==> config.mk <==
export PLATFORM = sky130hd
export DESIGN_NAME = psg_phase_sequencer_flat
export DESIGN_NICKNAME = d
export VERILOG_FILES = /design/src/rtl/psg_phase_sequencer_if.sv /design/src/rtl/psg_phase_sequencer.sv /design/src/flat_wrapper.sv
export SDC_FILE = /design/constraint.sdc
export NUM_CORES = 1
export LEC_CHECK = 0
export CAP_MARGIN = 20
export CORE_MARGIN = 4
export CORE_UTILIZATION = 54
export DETAILED_ROUTE_END_ITERATION = 6
export PLACE_DENSITY_LB_ADDON = 0.15
export SYNTH_ARGS = -nofsm -noshare
export SYNTH_HDL_FRONTEND = slang
export SYNTH_SLANG_ARGS = --single-unit
==> constraint.sdc <==
create_clock -name clk -period 2.9 [get_ports clk]
set_input_delay 0.29 -clock clk [delete_from_list [all_inputs] [get_ports clk]]
set_output_delay 0.29 -clock clk [all_outputs]
set_load 0.05 [all_outputs]
==> src/rtl/psg_phase_sequencer_if.sv <==
// rtl/psg_phase_sequencer_if.sv - phase word stream from sequencer to PSG sine path
//
// Signals:
//   m_phase_d   phase word (two's complement, full scale = 2*pi)
//   m_phase_ch  channel index of the phase word
//   m_phase_dv  valid
//   m_phase_dr  ready (driven by the PSG)
//   m_zero      channel disabled; meaningful only while m_phase_dv is high
// Modports: master (sequencer side), slave (PSG side).
interface psg_phase_sequencer_if #(
    parameter int PHASE_WIDTH = 24,
    parameter int CHW         = 2
);
    logic [PHASE_WIDTH-1:0] m_phase_d;
    logic [CHW-1:0]         m_phase_ch;
    logic                   m_phase_dv;
    logic                   m_phase_dr;
    logic                   m_zero;

    modport master (
        output m_phase_d,
        output m_phase_ch,
        output m_phase_dv,
        output m_zero,
        input  m_phase_dr
    );

    modport slave (
        input  m_phase_d,
        input  m_phase_ch,
        input  m_phase_dv,
        input  m_zero,
        output m_phase_dr
    );
endinterface

==> src/rtl/psg_phase_sequencer.sv <==
// rtl/psg_phase_sequencer.sv - per-sample phase scheduler feeding the PSG sine path
//
// Holds one phase accumulator, increment and enable per channel. Each
// sample_tick issues one phase word per channel in channel order over m_phase.
//
// Ports:
//   clk, rst_n       clock, asynchronous active-low reset
//   sample_tick      one-cycle pulse starting a sequence
//   cfg_wr/cfg_ch    configuration write strobe and target channel
//   cfg_incr/cfg_en  increment and enable written to cfg_ch
//   cfg_phase_rst    zero the target accumulator on write
//   m_phase          phase stream master (psg_phase_sequencer_if.master)
//   busy             sequence in progress
//   overrun          sticky: tick arrived while busy; overrun_clr clears it
//
// Optional build macro: PSG_PHASE_SEQ_SKIP_DISABLED_EN
//   defined   - disabled channels are skipped without a transfer, m_zero tied 0
//   undefined - every channel is issued on each tick
module psg_phase_sequencer #(
    parameter int  NR_CHANNELS = 3,
    parameter int  PHASE_WIDTH = 24,
    localparam int CHW         = (NR_CHANNELS > 1) ? $clog2(NR_CHANNELS) : 1
) (
    input  logic                       clk,
    input  logic                       rst_n,
    input  logic                       sample_tick,
    input  logic                       cfg_wr,
    input  logic [CHW-1:0]             cfg_ch,
    input  logic [PHASE_WIDTH-1:0]     cfg_incr,
    input  logic                       cfg_en,
    input  logic                       cfg_phase_rst,
    psg_phase_sequencer_if.master      m_phase,
    output logic                       busy,
    output logic                       overrun,
    input  logic                       overrun_clr
);
    typedef enum logic {IDLE, SEND} state_t;

    state_t                 state, state_nxt;
    logic [CHW-1:0]         ch_cnt, ch_nxt;
    logic [PHASE_WIDTH-1:0] acc  [NR_CHANNELS];
    logic [PHASE_WIDTH-1:0] incr [NR_CHANNELS];
    logic [NR_CHANNELS-1:0] en;

    logic                   hs;
    logic                   last;
    logic                   has_first, has_next;
    logic [CHW-1:0]         first_ch, next_ch;
    logic [PHASE_WIDTH-1:0] sel_d;
`ifndef PSG_PHASE_SEQ_SKIP_DISABLED_EN
    logic                   sel_en;
`endif

    // Channel search: first channel to issue on a tick, and the channel that
    // follows ch_cnt within the current sequence.
    always_comb begin
`ifdef PSG_PHASE_SEQ_SKIP_DISABLED_EN
        has_first = 1'b0;
        first_ch  = '0;
        has_next  = 1'b0;
        next_ch   = '0;
        // Descending scan so the lowest matching index is the one kept.
        for (int i = NR_CHANNELS - 1; i >= 0; i--) begin
            if (en[i]) begin
                has_first = 1'b1;
                first_ch  = CHW'(i);
            end
            if (en[i] && (i > int'(ch_cnt))) begin
                has_next = 1'b1;
                next_ch  = CHW'(i);
            end
        end
`else
        has_first = 1'b1;
        first_ch  = '0;
        has_next  = (int'(ch_cnt) < NR_CHANNELS - 1);
        next_ch   = ch_cnt + CHW'(1);
`endif
    end

    assign hs   = (state == SEND) && m_phase.m_phase_dr;
    assign last = hs && !has_next;

    always_comb begin
        state_nxt = state;
        ch_nxt    = ch_cnt;
        case (state)
            IDLE: begin
                if (sample_tick && has_first) begin
                    state_nxt = SEND;
                    ch_nxt    = first_ch;
                end
            end
            SEND: begin
                if (hs) begin
                    if (has_next) begin
                        ch_nxt = next_ch;
                    end else if (sample_tick && has_first) begin
                        // Tick on the final handshake restarts without a gap.
                        ch_nxt = first_ch;
                    end else begin
                        state_nxt = IDLE;
                        ch_nxt    = '0;
                    end
                end
            end
            default: begin
                state_nxt = IDLE;
                ch_nxt    = '0;
            end
        endcase
    end

    always_ff @(posedge clk or negedge rst_n) begin
        if (!rst_n) begin
            state  <= IDLE;
            ch_cnt <= '0;
        end else begin
            state  <= state_nxt;
            ch_cnt <= ch_nxt;
        end
    end

    // A tick during SEND that is not absorbed by a final handshake is dropped.
    always_ff @(posedge clk or negedge rst_n) begin
        if (!rst_n) begin
            overrun <= 1'b0;
        end else if (sample_tick && (state == SEND) && !last) begin
            overrun <= 1'b1;
        end else if (overrun_clr) begin
            overrun <= 1'b0;
        end
    end

    // Per-channel state. Out-of-range cfg_ch matches no channel and is ignored.
    // Phase reset has priority over the handshake update; the update uses the
    // increment and enable held before any same-cycle write.
    always_ff @(posedge clk or negedge rst_n) begin
        if (!rst_n) begin
            for (int i = 0; i < NR_CHANNELS; i++) begin
                acc[i]  <= '0;
                incr[i] <= '0;
            end
            en <= '0;
        end else begin
            for (int i = 0; i < NR_CHANNELS; i++) begin
                if (cfg_wr && (cfg_ch == CHW'(i))) begin
                    incr[i] <= cfg_incr;
                    en[i]   <= cfg_en;
                end
                if (cfg_wr && (cfg_ch == CHW'(i)) && cfg_phase_rst) begin
                    acc[i] <= '0;
                end else if (hs && (ch_cnt == CHW'(i)) && en[i]) begin
                    acc[i] <= acc[i] + incr[i];
                end
            end
        end
    end

    always_comb begin
        sel_d  = '0;
`ifndef PSG_PHASE_SEQ_SKIP_DISABLED_EN
        sel_en = 1'b0;
`endif
        for (int i = 0; i < NR_CHANNELS; i++) begin
            if (ch_cnt == CHW'(i)) begin
                sel_d  = acc[i];
`ifndef PSG_PHASE_SEQ_SKIP_DISABLED_EN
                sel_en = en[i];
`endif
            end
        end
    end

    assign m_phase.m_phase_d  = sel_d;
    assign m_phase.m_phase_ch = ch_cnt;
    assign m_phase.m_phase_dv = (state == SEND);
`ifdef PSG_PHASE_SEQ_SKIP_DISABLED_EN
    assign m_phase.m_zero     = 1'b0;
`else
    assign m_phase.m_zero     = ~sel_en;
`endif
    assign busy = (state == SEND);
endmodule

==> src/flat_wrapper.sv <==
// flat-port wrapper written by rule: the top's interface ports become plain ports
module psg_phase_sequencer_flat 
#(
    parameter int  NR_CHANNELS = 3,
    parameter int  PHASE_WIDTH = 24,
    localparam int CHW         = (NR_CHANNELS > 1) ? $clog2(NR_CHANNELS) : 1
)
  (clk, rst_n, sample_tick, cfg_wr, cfg_ch, cfg_incr, cfg_en, cfg_phase_rst, busy, overrun, overrun_clr, m_phase_m_phase_d, m_phase_m_phase_ch, m_phase_m_phase_dv, m_phase_m_zero, m_phase_m_phase_dr);
  psg_phase_sequencer_if #(.PHASE_WIDTH(PHASE_WIDTH), .CHW(2)) m_phase_i ();
  input  logic clk;
  input  logic rst_n;
  input  logic sample_tick;
  input  logic cfg_wr;
  input  logic [CHW-1:0] cfg_ch;
  input  logic [PHASE_WIDTH-1:0] cfg_incr;
  input  logic cfg_en;
  input  logic cfg_phase_rst;
  output logic busy;
  output logic overrun;
  input  logic overrun_clr;
  output wire logic [$bits(m_phase_i.m_phase_d)-1:0] m_phase_m_phase_d;
  output wire logic [$bits(m_phase_i.m_phase_ch)-1:0] m_phase_m_phase_ch;
  output wire logic [$bits(m_phase_i.m_phase_dv)-1:0] m_phase_m_phase_dv;
  output wire logic [$bits(m_phase_i.m_zero)-1:0] m_phase_m_zero;
  input wire logic [$bits(m_phase_i.m_phase_dr)-1:0] m_phase_m_phase_dr;
  assign m_phase_m_phase_d = m_phase_i.m_phase_d;
  assign m_phase_m_phase_ch = m_phase_i.m_phase_ch;
  assign m_phase_m_phase_dv = m_phase_i.m_phase_dv;
  assign m_phase_m_zero = m_phase_i.m_zero;
  assign m_phase_i.m_phase_dr = m_phase_m_phase_dr;
  psg_phase_sequencer #(.NR_CHANNELS(NR_CHANNELS), .PHASE_WIDTH(PHASE_WIDTH)) u_core (.clk(clk), .rst_n(rst_n), .sample_tick(sample_tick), .cfg_wr(cfg_wr), .cfg_ch(cfg_ch), .cfg_incr(cfg_incr), .cfg_en(cfg_en), .cfg_phase_rst(cfg_phase_rst), .m_phase(m_phase_i), .busy(busy), .overrun(overrun), .overrun_clr(overrun_clr));
endmodule
==> impl_metrics.env <==
export IMPL_status="finished with violations"
export IMPL_violations="negative setup slack"
export IMPL_syn_nets=1071
export IMPL_initial_core_util=0.549
export IMPL_drive_above_1_share=0.200
export IMPL_syn_area_um2=9470
export IMPL_std_cell_rows=48
export IMPL_leakage_nw=5.30
export IMPL_synthesis_instances=965
export IMPL_ant_nets=0
export IMPL_wl_per_cell_um=20.0
export IMPL_grt_total_usage=0.266
export IMPL_worstPathMaxFanout=3
export IMPL_syn_area_per_cell_um2=9.81
export IMPL_antenna_found_initial=0
export IMPL_clkPwrFrac=0.179
export IMPL_vdd_ir_drop_max_mv=0.812
export IMPL_dieArea_um2=19700
export IMPL_portBuffers=63
export IMPL_vias=7831
export IMPL_finalPower_w=0.0143
export IMPL_via_per_inst=6.03
export IMPL_htreeDepth=4
export IMPL_setup_violations=1
export IMPL_ys_types=59
export IMPL_drt_iter0_drc=499
export IMPL_post_route_period_util=1.01
export IMPL_finalNetCount=1167
export IMPL_grt_max_degree=66
export IMPL_hpwl_um=19500
export IMPL_synth_top_area_share=0.399
export IMPL_cts_tree="built"
export IMPL_root_buffer="clkbuf_16"
export IMPL_combinationalPowerShare=0.581
export IMPL_dpl_instance_area_um2=10900
export IMPL_intPower_w=0.00811
export IMPL_cts_max_path_buffers=2
export IMPL_worst_pin_slew_ns=0.811
export IMPL_fill_cells=1343
export IMPL_slowest_delay_ns=0.51
export IMPL_async_flop_share=1.00
export IMPL_cts_sinks=151
export IMPL_arrival_ns=3.28
export IMPL_critPathKind="reg2reg"
export IMPL_rsz0062_at_grt="true"
export IMPL_slew_viol_final=0
export IMPL_slew_limit_headroom=0.457
export IMPL_io_pins=64
export IMPL_powerDensity_nw_per_um2=1220
export IMPL_dr_pass1_iters=7
export IMPL_synthTopCellsByCount="dfrtp_1, nand2_1, a21oi_1"
export IMPL_fin_worst_skew_ns=0.0115
export IMPL_dieHeight_um=140
export IMPL_gp_congestion=0.960
export IMPL_max_cap_violations=0
export IMPL_grt_pass1_vias=7717
export IMPL_die_x_um=140
export IMPL_ys_top_cells_by_area="dfrtp_1, ha_1, mux2_2, a21oi_1, nand2_1"
export IMPL_wl_um=26000
export IMPL_power_frac_seq=0.240
export IMPL_final_design_area_no_fill_um2=11600
export IMPL_synth_edf_count=0
export IMPL_crit_chain="ha_2 > fa_2 > a21o_1 > a21oi_4 > o21ai_2 > a221oi_2 > o211a_1 > nor2_2 > or4b_4 > and4_4 > nor4_4"
export IMPL_worstRegToRegCells=11
export IMPL_area_growth_pct=23.0
export IMPL_path_clk_slew_ns=0.07
export IMPL_yosysSeqAreaShare=0.399
export IMPL_grt_pass1_wl_um=41100
export IMPL_grt_overflow=0
export IMPL_multi_input_area_um2=5600
export IMPL_startpoint_type="register"
export IMPL_swShare=0.432
export IMPL_antennaDiodeCount=0
export IMPL_yosysWarnings=0
export IMPL_ys_seq_elements=151
export IMPL_setup_slack_ns=-0.0400
export IMPL_required_ns=3.24
export IMPL_synth_ff_type="dfrtp_1"
export IMPL_coreArea_um2=17200
export IMPL_post_synth_top_count_cell="dfrtp_1"
export IMPL_clk_insertion_delay_late_ns=0.43
export IMPL_switching_power_w=0.00616
export IMPL_hp_class="in2async"
export IMPL_clock_fmax_ghz=0.340
export IMPL_crit_slowest_cell="or4b_4"
export IMPL_register_area_um2=3780
export IMPL_synth_area_leader_cell="dfrtp_1"
export IMPL_cts_buffers=17
export IMPL_period_minus_slack_ns=2.94
export IMPL_drc_errors=0
export IMPL_finalHoldViolCount=0
export IMPL_cp_end_kind="register"
==> power groups by stage <==
stage	clock network, W	logic, W	registers (W)
detailed placement	0	0.00804	0.00343
floorplan	0	0.00546	0.00325
global placement	0	0.00795	0.00341
CTS	0.00258	0.00814	0.00340
finish	0.00256	0.00828	0.00342
global route	0.00268	0.00895	0.00350
==> routing by layer <==
| metal | share of wire | vias up | global-route usage |
|---|---|---|---|
| met4 | 0.016 | 0 | 0.0750 |
| li1 | - | 3716 | - |
| met2 | 0.46 | 243 | 0.421 |
| met1 | 0.46 | 3838 | 0.379 |
| met3 | 0.057 | 34 | 0.0430 |
| met5 | 0 | - | 0 |
==> worst max-delay path, delay by kind of cell, from the launching register on <==
kind / cells / cell delay (ns)
AND/OR/NAND/NOR: 4 / 1.00
AO/OA/AOI/OAI: 5 / 0.92
flip-flops: 1 / 0.39
adder cells (fa/ha/maj): 2 / 0.54
==> timing repair <==
action                     in CTS  in global routing
setup endpoints to repair       5                 12
cloned                          0                  0
resized for setup               3                 18
hold buffers                    1                  0
buffers inserted                1                  2
pin swaps                       3                  7
hold endpoints to repair       62                  0
==> metrics by stage <==
step	hold slack, ns	TNS [ns]	std cells	util	worst slack (ns)
finish	0.398	-0.0400	1299	0.676	-0.0400
floorplan	-0.00559	-0.0160	965	-	-0.0160
detailed placement	0.316	-0.136	1263	0.630	-0.0656
global placement	0.313	-0.000613	1263	0.630	-0.000613
CTS	0.431	-0.0148	1297	0.671	-0.0148
global route	0.453	-0.179	1299	0.676	-0.179
==> cells by family (layout without fill, tap and decap cells) <==
family,count (synthesis),in the layout,share of synthesized area
AO/OA/AOI/OAI,286,286,0.193
AND/OR/NAND/NOR,248,248,0.121
flip-flops,151,151,0.399
multiplexers,104,104,0.120
adder cells (fa/ha/maj),72,72,0.0975
XOR/XNOR,54,54,0.0499
buffers and inverters,50,159,0.0203
==> final cells by class <==
| type | instances | share of cell area |
|---|---|---|
| clock buffers | 17 | 0.0365 |
| clock inverters | 15 | 0.0215 |
| inverters | 14 | 0.00451 |
| multi-input cells | 764 | 0.481 |
| flip-flops and latches | 151 | 0.325 |
| well taps | 225 | 0.0242 |
| repair buffers | 113 | 0.108 |
==> placed cells by master, fill, tap and decap left out, drive strengths merged, types with 16 or more instances in the layout <==
master	count
xnor2	36
a22o	22
dfrtp	151
inv	16
a21o	34
mux2i	29
a21oi	93
clkbuf	17
ha	69
xor2	18
mux2	75
nand2	119
clkdlybuf4s50	37
o21ai	68
nor2	44
nand3	18
buf	75
==> flip-flops by register name, indices dropped and copies added (netlist names) <==
| register | cells |
|---|---|
| u_core.incr | 72 |
| u_core.m_phase.m_phase_ch | 2 |
| u_core.en | 3 |
| u_core.busy | 1 |
| u_core.acc | 72 |
| u_core.overrun | 1 |
==> path summary, 6_finish.rpt <==
check / endpoint / from / slack, ns
min reg2reg: u_core.incr[23]$_DFFE_PN0P_ / u_core.incr[23]$_DFFE_PN0P_ / 0.51
min: u_core.incr[26]$_DFFE_PN0P_ / rst_n / 0.40
max reg2reg: u_core.acc[20]$_DFFE_PN0P_ / u_core.incr[0]$_DFFE_PN0P_ / -0.04
min in group clk: u_core.overrun$_DFFE_PN0P_ / overrun_clr / 0.46
max in group asynchronous: u_core.incr[40]$_DFFE_PN0P_ / rst_n / 1.79
max: u_core.acc[20]$_DFFE_PN0P_ / u_core.incr[0]$_DFFE_PN0P_ / -0.04
(Power assumes the default switching activity.)
